**config.mk**
```make
export PLATFORM = sky130hd
export DESIGN_NAME = regbank_p4_arbiter
export DESIGN_NICKNAME = d
export VERILOG_FILES = /design/src/rtl/regbank_p4_arbiter.sv
export SDC_FILE = /design/constraint.sdc
export NUM_CORES = 1
export LEC_CHECK = 0
export ABC_CLOCK_PERIOD_IN_PS = 5500
export BUFFER_PORTS_ARGS = -buffer_cell sky130_fd_sc_hd__buf_4
export CAP_MARGIN = 20
export CORE_MARGIN = 1
export CORE_UTILIZATION = 30
export DETAILED_ROUTE_END_ITERATION = 16
export PLACE_DENSITY = 0.56
export SYNTH_ARGS = -nofsm -noshare
export SYNTH_HDL_FRONTEND = slang
export SYNTH_SLANG_ARGS = --single-unit
```
**constraint.sdc**
```tcl
create_clock -name clock -period 5.5 [get_ports clock]
set_input_delay 1.1 -clock clock [delete_from_list [all_inputs] [get_ports clock]]
set_output_delay 1.1 -clock clock [all_outputs]
set_load 0.05 [all_outputs]
```
**src/rtl/regbank_p4_arbiter.sv**
```systemverilog
// Round-robin arbiter sharing the RegBankP4 instruction port among N_REQ requesters.
// Latency 1 (registered inst/inst_en/grant); req_ready is combinational, one winner per cycle, none while halt/reset.
module regbank_p4_arbiter #(
  parameter int N_REQ = 4,
  parameter int SRC_W = 2
) (
  input  logic                  clock,
  input  logic                  reset,
  input  logic [12*N_REQ-1:0]   req_inst,
  input  logic [N_REQ-1:0]      req_valid,
  output logic [N_REQ-1:0]      req_ready,
  input  logic                  halt,
  input  logic                  err_clr,
  output logic [11:0]           inst,
  output logic                  inst_en,
  output logic [N_REQ-1:0]      grant,
  output logic                  err,
  output logic [SRC_W-1:0]      err_src,
  output logic [3:0]            err_op
);

  localparam logic [3:0] OP_NOP = 4'h0;
  localparam logic [3:0] OP_LD0 = 4'h1;
  localparam logic [3:0] OP_LD1 = 4'h2;
  localparam logic [3:0] OP_LD2 = 4'h3;
  localparam logic [3:0] OP_LD3 = 4'h4;

  logic [SRC_W-1:0] ptr_q, ptr_d;
  logic [11:0]      inst_q, inst_d;
  logic             inst_en_q, inst_en_d;
  logic [N_REQ-1:0] grant_q, grant_d;
  logic             err_q, err_d;
  logic [SRC_W-1:0] err_src_q, err_src_d;
  logic [3:0]       err_op_q, err_op_d;

  logic             win_found;
  logic [SRC_W-1:0] win_idx;
  logic [SRC_W-1:0] win_nxt;
  logic [11:0]      win_inst;
  logic             win_legal;
  logic             accept;

  function automatic int wrap(input int v);
    return v % N_REQ;
  endfunction

  // Scan from the far end back to ptr so the nearest valid requester is the last one kept.
  always_comb begin
    win_found = 1'b0;
    win_idx   = '0;
    win_nxt   = '0;
    win_inst  = '0;
    for (int k = N_REQ - 1; k >= 0; k--) begin
      if (req_valid[wrap(int'(ptr_q) + k)]) begin
        win_found = 1'b1;
        win_idx   = SRC_W'(wrap(int'(ptr_q) + k));
        win_nxt   = SRC_W'(wrap(int'(ptr_q) + k + 1));
        win_inst  = req_inst[12*wrap(int'(ptr_q) + k) +: 12];
      end
    end
  end

  always_comb begin
    case (win_inst[11:8])
      OP_NOP, OP_LD0, OP_LD1, OP_LD2, OP_LD3: win_legal = 1'b1;
      default:                                win_legal = 1'b0;
    endcase
  end

  assign accept = win_found & ~halt & ~reset;

  always_comb begin
    req_ready = '0;
    if (accept) req_ready[win_idx] = 1'b1;
  end

  always_comb begin
    ptr_d     = ptr_q;
    inst_d    = inst_q;
    inst_en_d = 1'b0;
    grant_d   = '0;
    err_d     = err_q;
    err_src_d = err_src_q;
    err_op_d  = err_op_q;

    if (err_clr) err_d = 1'b0;

    if (accept) begin
      ptr_d = win_nxt;
      if (win_legal) begin
        inst_d            = win_inst;
        inst_en_d         = 1'b1;
        grant_d[win_idx]  = 1'b1;
      end else if (!err_q || err_clr) begin
        // A fresh illegal opcode outranks a simultaneous clear.
        err_d     = 1'b1;
        err_src_d = win_idx;
        err_op_d  = win_inst[11:8];
      end
    end
  end

  always_ff @(posedge clock or posedge reset) begin
    if (reset) begin
      ptr_q     <= '0;
      inst_q    <= 12'h000;
      inst_en_q <= 1'b0;
      grant_q   <= '0;
      err_q     <= 1'b0;
      err_src_q <= '0;
      err_op_q  <= 4'h0;
    end else begin
      ptr_q     <= ptr_d;
      inst_q    <= inst_d;
      inst_en_q <= inst_en_d;
      grant_q   <= grant_d;
      err_q     <= err_d;
      err_src_q <= err_src_d;
      err_op_q  <= err_op_d;
    end
  end

  assign inst    = inst_q;
  assign inst_en = inst_en_q;
  assign grant   = grant_q;
  assign err     = err_q;
  assign err_src = err_src_q;
  assign err_op  = err_op_q;

endmodule

```
==> results of run 1 <==
==> through the flow <==
step                instances  cell area (sq um)  worst slack [ns]  utilization (%)
floorplan                 616               5449            0.2986                -
global placement          879               6055             1.144            34.52
detailed placement        879               6055             1.127            34.52
CTS                       883               6160            0.8403            35.12
global route              884               6187            0.5616            35.28
finish                    884               6187            0.8024            35.28
==> state kept, by name (all words and copies together), names as in the netlist <==
register  count
err           1
err_src       2
inst_en       1
grant         4
ptr_q         2
inst         12
err_op        4
==> synth_stat cells, drive strengths merged (10+ instances only) <==
cell type,instances,area share (%)
a21oi,36,3.3
a31oi,10,1.1
buf,38,6.6
clkbuf,26,1.8
dfrtp,26,12
inv,10,0.69
mux2,21,4.6
mux2i,73,14
mux4,40,17
nand2,76,5.2
nand2b,18,2.1
nand3,17,1.6
nor2,31,2.3
o211ai,11,1.5
o21ai,25,2.5
==> worst max-delay path, stage by stage (launching register included) <==
cell	delay, ns
dfrtp_4	0.65
inv_1	0.15
ha_4	0.70
buf_4	0.54
inv_1	0.22
nand2_1	0.11
a21oi_1	0.07
nor4_2	0.27
buf_4	0.20
nand2b_1	0.07
nor2_1	0.09
buf_4	0.20
==> layout by cell type (no fill, tap or decap), types with 10 or more instances in the layout <==
cell      Yosys  routed
dfrtp_1      26      25
mux2_2       17      17
inv_1        10      10
mux4_2       33      33
a31oi_1      10      10
nand2b_1     18      18
o21ai_0      21      21
mux2i_1      71      71
nor2_1       30      30
nand2_1      76      76
o211ai_1     11      11
nand3_1      17      17
buf_4         8     102
a21oi_1      36      36
==> final cells by class <==
class,count,area (sq um)
fill,1831,11350
multi-input combinational,516,4315
timing repair buffer,103,793.3
sequential,26,654.4
tap,225,281.5
clock buffer,3,75.07
inverter,10,37.54
clock inverter,1,30.03
==> worst paths after layout <==
| path | start | endpoint | slack, ns |
|---|---|---|---|
| max | ptr_q[0] | req_ready[2] | 0.80 |
| min | err_op[2] | err_op[2] | 0.47 |
| max reg2reg | ptr_q[0] | inst[3] | 1.27 |
| min reg2reg | err_op[2] | err_op[2] | 0.47 |
| max in group asynchronous | reset | grant[3] | 4.30 |
| min in group asynchronous | reset | err_op[1] | 0.79 |
==> cells by family (layout without fill, tap and decap cells) <==
| logic type | Yosys count | in the layout | synth area share [%] |
|---|---|---|---|
| xor+xnor | 1 | 1 | 0.1608 |
| buf+inv | 74 | 117 | 9.093 |
| compound gates | 178 | 178 | 24.06 |
| fa+ha+maj | 4 | 4 | 0.9185 |
| simple gates | 199 | 199 | 18.48 |
| flops | 26 | 26 | 11.94 |
| mux | 134 | 134 | 35.34 |
==> per-layer routing <==
| layer | routed length [um] | GRT usage (%) | up-vias |
|---|---|---|---|
| met5 | 0 | 0 | - |
| met4 | 729 | 7.875 | 0 |
| met3 | 1948 | 3.815 | 54 |
| met2 | 9162 | 33.14 | 340 |
| met1 | 8591 | 29.61 | 2705 |
| li1 | - | - | 2493 |
==> impl_metrics.tcl, run 1 <==
set metrics [dict create \
    syn_inst 616 \
    drv_cap 0 \
    clk_pin_slew_ns 0.07 \
    num_rows 48 \
    cts-root-buf "clkbuf_16" \
    die_w_um 136.8 \
    cts.repair.resized 0 \
    seq_area_frac_synth_pct 11.94 \
    endpoint_kind "output port" \
    dr.pass1.iters 6 \
    dp_hpwl_mm 14.94 \
    synth_fp_nets 676 \
    grt_pass1_vias 5216 \
    drtIter0Drc 737 \
    slew_headroom_pct 43.90 \
    h-tree-depth 1 \
    fin_setup_tns_ns 0 \
    fin_nets 720 \
    yosysWarnings 0 \
    cp_max_fo 50 \
    clk_latency_ns 0.26 \
    crit_required_ns 4.40 \
    post-route-period-util_pct 85.41 \
    finalHoldViolCount 0 \
    synth_ff_type "dfrtp_1" \
    design.die.area_sq_um 18710 \
    via_per_inst 6.326 \
    grt_setup_unrepaired "false" \
    ios 84 \
    setup-violations-final 0 \
    synth.avg_cell_area_sq_um 8.846 \
    wire_per_inst_um 23.11 \
    ant_nets 0 \
    io_buffers 83 \
    worstSetupStartpointType "flip-flop" \
    period_needed_ns 4.698 \
    synth_area_sq_um 5449 \
    vias 5592 \
    slew_violations 0 \
    ctsHoldBuffers 0 \
    clock_path_buffers 2 \
    syn2layout_area_growth_pct 13.55 \
    cts_buffers 3 \
    grt_pass1_wl_mm 30.90 \
    status "completed" \
    tightest_slew_ns 0.8415 \
    hold_slack_ns 0.4745 \
    grt_overflow_total 0 \
    critPathArrivalTime_ns 3.60 \
    start_util_pct 31.07 \
    synth_cell_types 83 \
    max_clock_freq_mhz 212.9 \
    grt_max_degree 73 \
    core_area_sq_um 17540 \
    drive_gt1_share_pct 28.53 \
    die_h_um 136.8 \
    cts_tree "done" \
    grt_usage_pct 21.41 \
    post_cts_buffers 0 \
    async_reset_ff_share_pct 100.0 \
    routabilityCongestion 0.9369 \
    ys_ff_latch 26 \
    hold_depth 2 \
    wl_mm 20.43 \
    reg2reg_depth 10 \
    holdCritPathClass "flip-flop to flip-flop" \
    drc 0 \
    antenna_found_initial 0 \
    fin_skew_ns 0.002311 \
    clock_sinks 26 \
    n_antenna_cell 0 \
    path_class "flip-flop to output port" \
    synth_edf_count 0 \
]
Power of run 1 is not shown: default switching activity piles up to over one toggle a cycle in this logic, so the estimate is an artifact.
==> run 2: changes to the inputs <==
--- a/config.mk
+++ b/config.mk
@@ -5,7 +5,8 @@
 export SDC_FILE = /design/constraint.sdc
 export NUM_CORES = 1
 export LEC_CHECK = 0
-export ABC_CLOCK_PERIOD_IN_PS = 5500
+export ABC_AREA = 1
+export ABC_CLOCK_PERIOD_IN_PS = 6000
 export BUFFER_PORTS_ARGS = -buffer_cell sky130_fd_sc_hd__buf_4
 export CAP_MARGIN = 20
 export CORE_MARGIN = 1
==> constraint.sdc (replaced) <==
create_clock -name clock -period 6 [get_ports clock]
set_input_delay 1.2 -clock clock [delete_from_list [all_inputs] [get_ports clock]]
set_output_delay 1.2 -clock clock [all_outputs]
set_load 0.05 [all_outputs]
==> run 2 against run 1 <==
Core utilization is 1.1 points higher. Critical endpoint is now req_ready[1]. Synthesized cell count is 38% higher. Die area is 18% lower.
==> impl_metrics.tcl, run 2 <==
set metrics [dict create \
    holdCritPathClass "flip-flop to flip-flop" \
    path_buf_inv 6 \
    grt_pass1_wl_mm 28.70 \
    cts.repair.resized 0 \
    drtIter0Drc 734 \
    slowest_delay_ns 0.40 \
    start_util_pct 30.73 \
    drv_cap 0 \
    num_rows 44 \
    layout_common_cells "nand2_1, nand3_1, buf_4" \
    period_needed_ns 4.752 \
    critical_path.cell_chain "buf_4 -> inv_1 -> ha_1 -> buf_4 -> nand2_1 -> nand2_1 -> inv_1 -> o211ai_1 -> o21ai_0 -> inv_1 -> nand2_1 -> nor2_1 -> buf_4" \
    grt_usage_pct 23.96 \
    synth_area_sq_um 4467 \
    endpoint_kind "output port" \
    synth_edf_count 0 \
    largest_reg_flops 12 \
    clock_path_buffers 2 \
    wl_mm 17.71 \
    status "completed" \
    met1Wirelength_mm 7.300 \
    wl_met3_mm 1.506 \
    yosysMostFrequentCell "nand2_1" \
    critical_path.slowest_cell "inv_1" \
    cts_buffers 3 \
    placed_area_sq_um 5137 \
    cp_max_fo 19 \
    async_reset_ff_share_pct 100.0 \
    post_cts_buffers 0 \
    final_cells 1083 \
    grt_pass1_vias 5641 \
    clk_pin_slew_ns 0.07 \
    synthTopCellsByCount "nand2_1, nand3_1, o21ai_0, inv_1, nor2_1" \
    synth_ff_type "dfrtp_1" \
    fin_setup_tns_ns 0 \
    ant_nets 0 \
    grt_setup_unrepaired "false" \
    post-route-period-util_pct 79.20 \
    via_per_inst 5.516 \
    slew_headroom_pct 36.70 \
    cts-root-buf "clkbuf_16" \
    synth.avg_cell_area_sq_um 5.274 \
    ctsHoldBuffers 0 \
    routabilityCongestion 0.9712 \
    synth.top_cell.area_share_pct 27.06 \
    fin_nets 960 \
    grt_max_degree 95 \
    dp_hpwl_mm 13.09 \
    multiInputGateArea_sq_um 3292 \
    wl_met2_mm 7.999 \
    grt_overflow_total 0 \
    drive_gt1_share_pct 15.24 \
    max_clock_freq_mhz 210.4 \
    setup-violations-final 0 \
    ys_ff_latch 26 \
    h-tree-depth 1 \
    design.die.area_sq_um 15380 \
    fin_area_sq_um 5281 \
    yosysTopAreaCell "nand2_1" \
    worstSetupStartpointType "flip-flop" \
    seqCellArea_sq_um 651.9 \
    syn2layout_area_growth_pct 18.24 \
    tightest_slew_ns 0.9496 \
    slew_violations 0 \
    clock_sinks 26 \
    clk_latency_ns 0.26 \
    yosys-top-cells-area "nand2_1, dfrtp_1, nand3_1" \
    die_w_um 124.0 \
    die_h_um 124.0 \
    ios 84 \
    critPathArrivalTime_ns 3.55 \
    syn_inst 847 \
    drc 0 \
    n_antenna_cell 0 \
    dr.pass1.iters 7 \
    synth_fp_nets 907 \
    highest_layer "met4" \
    antenna_found_initial 0 \
    fillerInstances 1705 \
    crit_required_ns 4.80 \
    cts_tree "done" \
    final_common_cell "nand2_1" \
    fin_skew_ns 0.003573 \
    vias 5974 \
    finalHoldViolCount 0 \
    seq_area_frac_synth_pct 14.57 \
    yosysWarnings 0 \
    path_class "flip-flop to output port" \
    crit_family "buffers and inverters" \
    core_area_sq_um 14530 \
    synth_cell_types 47 \
    wire_per_inst_um 16.35 \
    finalCoreUtilization_pct 36.34 \
    io_buffers 83 \
    placed_cells 1077 \
]
## run 2: worst reg2reg max path: cells and delay by family, from the launching register on
family          cells  cell delay (ns)
simple gates        3             1.33
flops               1             0.32
buf+inv             4             1.01
fa+ha+maj           1             0.33
compound gates      4             0.70
## run 2: per-stage QoR
stage / hold WS, ns / setup slack, ns
2_1_floorplan: 0.7386 / 1.714
3_3_place_gp: 0.4603 / 1.473
3_5_place_dp: 0.4597 / 1.385
4_1_cts: 0.4808 / 1.274
5_1_grt: 0.5013 / 0.8971
6_report: 0.4799 / 1.248
## run 2: path summary, 6_finish.rpt
path	from	cells past startpoint	slack (ns)	end
worst min register to register	inst[11]	2	0.48	inst[11]
worst max register to register	ptr_q[1]	12	2.23	inst[6]
min in group asynchronous	reset	2	0.85	grant[1]
worst min-delay path	inst[11]	2	0.48	inst[11]
worst max-delay path	ptr_q[1]	13	1.25	req_ready[1]
max in group asynchronous	reset	3	4.78	err_op[2]
## run 2: logic make-up (layout without fill, tap and decap cells)
kind of cell	Yosys count	after routing	synth area share (%)
AOI/OAI and AO/OA	182	182	23.50
and+or+nand+nor	520	520	49.08
DFF	26	26	14.57
buffers and inverters	115	167	11.74
adders and majority gates	4	4	1.120
## run 2: cell type report
type,instances,area share (%)
flip-flops and latches,26,12.34
well taps,184,4.359
clock buffers,4,1.682
inverters,66,4.738
multi-input cells,706,62.33
repair buffers,97,14.55
## run 2: layer usage
layer	track usage (%)	vias up
li1	-	2912
met1	31.06	2660
met2	38.61	329
met3	3.205	73
met4	12.43	0
met5	0	-
Power of run 2 is left out for the same reason.
==> run 3: changes to the inputs <==
--- a/config.mk
+++ b/config.mk
@@ -6,13 +6,13 @@
 export NUM_CORES = 1
 export LEC_CHECK = 0
 export ABC_AREA = 1
-export ABC_CLOCK_PERIOD_IN_PS = 6000
+export ABC_CLOCK_PERIOD_IN_PS = 4100
 export BUFFER_PORTS_ARGS = -buffer_cell sky130_fd_sc_hd__buf_4
 export CAP_MARGIN = 20
 export CORE_MARGIN = 1
 export CORE_UTILIZATION = 30
 export DETAILED_ROUTE_END_ITERATION = 16
-export PLACE_DENSITY = 0.56
+export PLACE_DENSITY = 0.58
 export SYNTH_ARGS = -nofsm -noshare
 export SYNTH_HDL_FRONTEND = slang
 export SYNTH_SLANG_ARGS = --single-unit
==> constraint.sdc (replaced) <==
create_clock -name clock -period 4.1 [get_ports clock]
set_input_delay 0.82 -clock clock [delete_from_list [all_inputs] [get_ports clock]]
set_output_delay 0.82 -clock clock [all_outputs]
set_load 0.05 [all_outputs]
==> run 3 against run 2 <==
Critical path depth increased by 2. Critical endpoint is now req_ready[3]. Routed wire length increased by 2.1%. Worst hold slack got worse by 0.0042 ns. Critical path type unchanged. Largest cell class unchanged. Register-to-register slack got worse by 1.5 ns.
==> impl_metrics.tcl, run 3 (synthesis results as in run 2) <==
set metrics [dict create \
    status "completed" \
    wire_per_inst_um 16.56 \
    path_class "flip-flop to output port" \
    tightest_slew_ns 0.6825 \
    cts-root-buf "clkbuf_16" \
    fin_nets 969 \
    met1Wirelength_mm 7.819 \
    max_clock_freq_mhz 268.3 \
    clk_latency_ns 0.26 \
    design.die.area_sq_um 15380 \
    grt_pass1_vias 5612 \
    post_cts_buffers 0 \
    fin_skew_ns 0.001654 \
    grt_pass1_wl_mm 29.01 \
    clock_path_buffers 2 \
    layout_common_cells "nand2_1, nand3_1, buf_4" \
    critical_path.slowest_cell "ha_1" \
    fin_area_sq_um 5354 \
    placed_area_sq_um 5238 \
    die_h_um 124.0 \
    final_common_cell "nand2_1" \
    syn2layout_area_growth_pct 19.86 \
    cts_tree "done" \
    hold_slack_ns 0.4757 \
    cts_buffers 3 \
    slowest_delay_ns 0.44 \
    ios 84 \
    wl_met2_mm 8.162 \
    multiInputGateArea_sq_um 3292 \
    dr.pass1.iters 5 \
    routabilityCongestion 1.001 \
    fin_setup_tns_ns 0 \
    seqCellArea_sq_um 651.9 \
    critical_path.cell_chain "inv_2 -> ha_1 -> inv_4 -> nand2_1 -> nand2_1 -> nand2_2 -> inv_1 -> buf_4 -> o21ai_0 -> o211ai_1 -> o21ai_0 -> inv_1 -> nand2_1 -> nor2_1 -> buf_4" \
    drtIter0Drc 579 \
    die_w_um 124.0 \
    slew_headroom_pct 54.50 \
    grt_max_degree 70 \
    setup-violations-final 0 \
    via_per_inst 5.514 \
    clock_sinks 26 \
    wl_met3_mm 1.416 \
    n_antenna_cell 0 \
    core_area_sq_um 14530 \
    ant_nets 0 \
    slew_violations 0 \
    endpoint_kind "output port" \
    clk_pin_slew_ns 0.06 \
    largest_reg_flops 12 \
    ctsHoldBuffers 0 \
    drv_cap 0 \
    critPathArrivalTime_ns 2.91 \
    period_needed_ns 3.727 \
    antenna_found_initial 0 \
    num_rows 44 \
    grt_usage_pct 24.15 \
    worstSetupStartpointType "flip-flop" \
    drc 0 \
    wl_mm 18.08 \
    vias 6021 \
    grt_overflow_total 0 \
    finalHoldViolCount 0 \
    holdCritPathClass "flip-flop to flip-flop" \
    crit_required_ns 3.28 \
    io_buffers 83 \
    drive_gt1_share_pct 16.08 \
    cp_max_fo 14 \
    dp_hpwl_mm 13.62 \
    highest_layer "met4" \
    start_util_pct 30.73 \
    h-tree-depth 1 \
    fillerInstances 1704 \
    grt_setup_unrepaired "false" \
    path_common_cell "nand2_1" \
    cts.repair.resized 0 \
    post-route-period-util_pct 90.91 \
]
-- run 3: cell count changes in the layout (fill, tap and decap cells not counted) --
cell,before,now
buf_16,2,1
buf_4,95,103
buf_12,0,2
-- run 3: per-layer routing --
| layer | GRT usage [%] | vias up |
|---|---|---|
| met2 | 39.58 | 311 |
| met1 | 32.44 | 2718 |
| met3 | 2.381 | 49 |
| met5 | 0 | - |
| met4 | 9.449 | 0 |
| li1 | - | 2943 |
-- run 3: stage by stage --
stage | util, % | setup slack (ns) | cells
6_report | 36.84 | 0.3728 | 1092
4_1_cts | 36.65 | 0.3843 | 1091
3_5_place_dp | 36.04 | 0.5367 | 1087
3_3_place_gp | 36.04 | 0.5852 | 1087
2_1_floorplan | - | 0.1941 | 847
5_1_grt | 36.84 | 0.1202 | 1092
-- run 3: final cells by class --
| class | instances | area share, % |
|---|---|---|
| clock buffers | 4 | 1.659 |
| inverters | 66 | 4.674 |
| multi-input cells | 706 | 61.49 |
| flip-flops and latches | 26 | 12.18 |
| well taps | 184 | 4.300 |
| repair buffers | 106 | 15.70 |
-- run 3: path summary, 6_finish.rpt --
kind                            depth (start not counted)           end     start  slack, ns
worst max-delay path                                   15  req_ready[3]  ptr_q[0]       0.37
worst min-delay path                                    2      inst[11]  inst[11]       0.48
worst max register to register                         20     err_op[1]  ptr_q[0]       0.69
worst min register to register                          2      inst[11]  inst[11]       0.48
max in group asynchronous                               3      inst[11]     reset       3.23
min in group asynchronous                               2      grant[0]     reset       0.49
-- run 3: critical path, delay by kind of cell (launching register included) --
kind | cells | cell delay [ns]
AOI/OAI and AO/OA | 3 | 0.41
and+or+nand+nor | 5 | 0.46
buffers and inverters | 6 | 0.95
adders and majority gates | 1 | 0.44
DFF | 1 | 0.40
Power of run 3 is left out for the same reason.
